--- src/rtl/vga_pixel_pipe.sv ---
// rtl/vga_pixel_pipe.sv - VGA pixel pipeline: framebuffer fetch, test pattern, sync alignment, buffer swap
module vga_pixel_pipe #(
  parameter int H_PIXELS    = 1024,
  parameter int V_PIXELS    = 768,
  parameter int SCALE_SHIFT = 2,
  parameter int RD_LAT      = 2,
  parameter bit H_POL       = 1'b1,
  parameter bit V_POL       = 1'b1,
  localparam int FB_W = H_PIXELS >> SCALE_SHIFT,
  localparam int FB_H = V_PIXELS >> SCALE_SHIFT,
  localparam int CW   = $clog2(FB_W),
  localparam int RW   = $clog2(FB_H),
  localparam int AW   = 1 + CW + RW
) (
  input  logic          clk,
  input  logic          rst,
  input  logic          h_sync_in,
  input  logic          v_sync_in,
  input  logic          disp_ena_in,
  input  logic [31:0]   row,
  input  logic [31:0]   col,
  input  logic          pattern_en,
  input  logic          swap_req,
  input  logic [11:0]   fb_data,
  output logic [AW-1:0] fb_addr,
  output logic          fb_rd_en,
  output logic [3:0]    r,
  output logic [3:0]    g,
  output logic [3:0]    b,
  output logic          h_sync,
  output logic          v_sync,
  output logic          fb_sel,
  output logic          frame_start,
  output logic          swap_ack
);

  logic [31:0]   row_s;
  logic [31:0]   col_s;
  logic          unused_hi_bits;
  logic [RD_LAT:0] hs_d;
  logic [RD_LAT:0] vs_d;
  logic [RD_LAT:0] de_d;
  logic [RD_LAT:0] pe_d;
  logic [2:0]    bar_d [0:RD_LAT];
  logic [11:0]   rgb_nxt;
  logic          vs_prev;
  logic          swap_pending;
  logic          frame_edge;

  assign row_s = row >> SCALE_SHIFT;
  assign col_s = col >> SCALE_SHIFT;
  assign unused_hi_bits = ^{row_s[31:RW], col_s[31:CW]};

  assign frame_edge = (v_sync_in == V_POL) && (vs_prev != V_POL);

  // Side-band leaves the delay line in step with fb_data arriving from memory
  always_comb begin
    rgb_nxt = 12'h000;
    if (de_d[RD_LAT]) begin
      if (pe_d[RD_LAT])
        rgb_nxt = {{4{bar_d[RD_LAT][2]}}, {4{bar_d[RD_LAT][1]}}, {4{bar_d[RD_LAT][0]}}};
      else
        rgb_nxt = fb_data;
    end
  end

  always_ff @(posedge clk) begin
    if (rst) begin
      fb_rd_en     <= 1'b0;
      fb_addr      <= '0;
      hs_d         <= {(RD_LAT+1){~H_POL}};
      vs_d         <= {(RD_LAT+1){~V_POL}};
      de_d         <= '0;
      pe_d         <= '0;
      for (int i = 0; i <= RD_LAT; i++) bar_d[i] <= 3'd0;
      {r, g, b}    <= 12'h000;
      h_sync       <= ~H_POL;
      v_sync       <= ~V_POL;
      vs_prev      <= ~V_POL;
      fb_sel       <= 1'b0;
      frame_start  <= 1'b0;
      swap_ack     <= 1'b0;
      swap_pending <= 1'b0;
    end else begin
      fb_rd_en <= disp_ena_in & ~pattern_en;
      if (disp_ena_in & ~pattern_en)
        fb_addr <= {fb_sel, row_s[RW-1:0], col_s[CW-1:0]};

      hs_d <= {hs_d[RD_LAT-1:0], h_sync_in};
      vs_d <= {vs_d[RD_LAT-1:0], v_sync_in};
      de_d <= {de_d[RD_LAT-1:0], disp_ena_in};
      pe_d <= {pe_d[RD_LAT-1:0], pattern_en};
      bar_d[0] <= col[9:7];
      for (int i = 1; i <= RD_LAT; i++) bar_d[i] <= bar_d[i-1];

      {r, g, b} <= rgb_nxt;
      h_sync    <= hs_d[RD_LAT];
      v_sync    <= vs_d[RD_LAT];

      // Buffer swaps only land on a frame edge so one frame never mixes buffers
      vs_prev     <= v_sync_in;
      frame_start <= frame_edge;
      if (frame_edge && (swap_pending || swap_req)) begin
        fb_sel       <= ~fb_sel;
        swap_ack     <= 1'b1;
        swap_pending <= 1'b0;
      end else begin
        swap_ack <= 1'b0;
        if (swap_req) swap_pending <= 1'b1;
      end
    end
  end

endmodule

--- config.mk ---
export PLATFORM = sky130hd
export DESIGN_NAME = vga_pixel_pipe
export DESIGN_NICKNAME = d
export VERILOG_FILES = /design/src/rtl/vga_pixel_pipe.sv
export SDC_FILE = /design/constraint.sdc
export NUM_CORES = 1
export LEC_CHECK = 0
export BUFFER_PORTS_ARGS = -buffer_cell sky130_fd_sc_hd__buf_2
export CAP_MARGIN = 20
export CORE_MARGIN = 2
export CORE_UTILIZATION = 41
export CTS_CLUSTER_DIAMETER = 120
export CTS_CLUSTER_SIZE = 10
export DETAILED_ROUTE_END_ITERATION = 6
export PLACE_DENSITY = 0.78
export SLEW_MARGIN = 20
export SYNTH_ARGS = -nofsm -noshare
export SYNTH_HDL_FRONTEND = slang
export SYNTH_SLANG_ARGS = --single-unit
--- constraint.sdc ---
create_clock -name clk -period 1.2 [get_ports clk]
set_input_delay 0.06 -clock clk [delete_from_list [all_inputs] [get_ports clk]]
set_output_delay 0.06 -clock clk [all_outputs]
set_load 0.005 [all_outputs]
==> impl_metrics.ini <==
[placement]
place_congestion = 0.681
dp_hpwl_um = 2230
numPlacedInstances = 295
portBuffers = 69

[hold_path]
hold_path_class = in2reg

[power]
p_leak_nw = 1.24
vdd.ir_drop.worst_uv = 714
power_density_nw_per_um2 = 1400

[clock_network]
cts_buffer_depth = 2
clock_insertion_delay_worst_skew_ns = 0.32
cts_max_level = 3
clock-root-buffer = sky130_fd_sc_hd__clkbuf_8
cts_setup_buffers = 0
numCtsBuffers = 9
clkSlewWorstSetupHoldPaths_ns = 0.06
cts_tree = yes
clock_sinks = 57

[setup_path]
cells_traversed_along_the_worst_timing_path = dlygate4sd3_1, buf_2, and2b_1, buf_12, nand2_2, a21oi_2
worstPathArrival_ns = 1.38
critical_path_buf_inv_count = 3
timing.critical_path.slowest_cell_delay_ns = 0.54
timing.critical_path.fanout_max = 16
critPathKind = in2reg
worstSetupEndpointType = register
cpLargestDelayFamily = buffers and inverters
crit_required_ns = 1.45
timing.critical_path.slowest_stage_cell = sky130_fd_sc_hd__dlygate4sd3_1
setup.worst_path.start_class = input port

[grt]
global_route_wire_length_before_repair_um = 6320
antenna_found_initial = 0
grt_usage_pct = 16.6
grt_start_max_net_pins = 28
globalRouteOverflowTotal = 0
first_global_vias = 1438

[sta]
worst-slew-pin-transition_ns = 0.363
drv_slew = 0
setup_total_negative_slack_ns = 0
finalCriticalPeriod_ns = 1.13
final_worst_path_period_share_pct = 93.9
maxSlewHeadroom_pct = 75.7
hold_violation_total_from_the_final_report = 0
final-setup-viol-count = 0
achievable-frequency_mhz = 887
grt_setup_unrepaired = false
setup_clock_skew_after_layout_ns = 0.00210

[floorplanning]
fp.dieH_um = 71.5
num_rows = 24
floorplan.initialDensity_pct = 42.6
die_area_um2 = 5120
die_width_um = 71.5
ios = 118
placeableCoreArea_um2 = 4380

[drt]
drc_viols = 0
vias = 1510
postRouteWirelength_um = 3920
post_drt_via_cell_ratio = 4.43
first_pass_iters = 4
detail-route-antenna-nets = 0
wire_per_inst_um = 11.5
drt_iter0_markers = 40

[logic_synthesis]
synth_top_cells_by_area = sky130_fd_sc_hd__dfxtp_1, sky130_fd_sc_hd__nor2b_1, sky130_fd_sc_hd__nand2_1
mappedNetlistArea_um2 = 1870
yosysTopAreaCell = sky130_fd_sc_hd__dfxtp_1
syn_area_per_cell_um2 = 10.3
syn_inst = 181
yosysWarningCount = 0
synth_seq_cells = 57
synth_edf_count = 0
netlist-cell-type-count = 18
synth.top_cell.area_share_pct = 61.0
synth_seq_area_share_pct = 61.0
synthMostInstantiatedCell = sky130_fd_sc_hd__dfxtp_1
commonest_register_cell_after_synthesis = sky130_fd_sc_hd__dfxtp_1
syn_nets = 264
synth.top_cells.by_count = sky130_fd_sc_hd__dfxtp_1, sky130_fd_sc_hd__nand2_1, sky130_fd_sc_hd__nor2b_1
async_flop_share_pct = 0

[final_layout]
drive_above_1_share_pct = 36.7
post_layout_nonfiller_instances = 341
area_delta_synth_final_pct = 46.4
final_core_utilization_pct = 62.4
fillers = 362
antenna_diode_instance_count = 0
net_count_final = 369

[run]
maxCapViolCount = 0

[outcome]
outcome = completed
metrics by stage:
stage | total power (W) | hold slack [ns] | cell area (um2) | setup WS [ns]
5_1_grt | 0.00404 | 0.0679 | 2740 | 0.0563
3_5_place_dp | 0.00230 | 0.276 | 2250 | 0.249
2_1_floorplan | 0.00218 | 0.187 | 1870 | 0.295
3_3_place_gp | 0.00229 | 0.277 | 2250 | 0.261
4_1_cts | 0.00389 | 0.0539 | 2740 | 0.114
6_report | 0.00384 | 0.0697 | 2740 | 0.0731
what timing repair did:
action                    in CTS  in global routing
hold endpoints to repair      36                  0
resized for setup              0                  0
hold buffers                  32                  0
cell usage in the layout, fill, tap and decap left out, drive strengths merged:
master / Yosys / final
nand2: 37 / 37
buf: 11 / 73
clkbuf: 0 / 14
a21oi: 30 / 30
or3: 1 / 1
dfxtp: 57 / 57
nor3b: 1 / 1
nand2b: 15 / 15
nor2b: 23 / 23
and2b: 1 / 1
nor2: 3 / 3
dlygate4sd3: 0 / 32
nor3: 1 / 1
o21ai: 1 / 1
state kept, by name, indices dropped and copies added (netlist names):
signal / count
fb_addr: 17
pe_d: 3
de_d: 3
bar_d: 9
swap_ack: 1
frame_start: 1
g: 4
hs_d: 3
b: 4
v_sync: 1
r: 4
fb_sel: 1
fb_rd_en: 1
vs_d: 3
h_sync: 1
swap_pending: 1
metal layers:
| layer | part of all wire, % | global-route usage [%] |
|---|---|---|
| met1 | 41 | 16.6 |
| met2 | 47 | 27.3 |
| met3 | 9.6 | 9.28 |
| met4 | 2.1 | 9.01 |
| met5 | 0 | 0 |
kinds of logic after synthesis:
family                 synth area share, %
buffers and inverters                 4.35
AOI/OAI and AO/OA                     10.3
DFF                                   61.0
and+or+nand+nor                       24.3
final timing paths:
path	startpoint	end	slack [ns]	depth (start not counted)
worst min register to register	pe_d[1]	pe_d[2]	0.43	1
worst max register to register	vs_d[0]	fb_sel	0.24	3
worst max-delay path	pattern_en	fb_addr[13]	0.07	6
worst min-delay path	rst	fb_addr[7]	0.07	2
area by class of cell:
cell class                      instances  area [um2]  share of cell area [%]
Clock buffer                           14         163                    5.94
Sequential cell                        57        1140                    41.7
Tap cell                               52        65.1                    2.38
Timing Repair Buffer                  105         721                    26.3
Multi-Input combinational cell        113         647                    23.6
where the power goes:
group	leakage [nW]	total, W	switching [W]	internal [W]
Combinational	0.688	0.000353	0.000146	0.000207
Clock	0.0826	0.00150	0.000660	0.000841
Sequential	0.466	0.00199	0.0000250	0.00196
(Power assumes the default switching activity.)
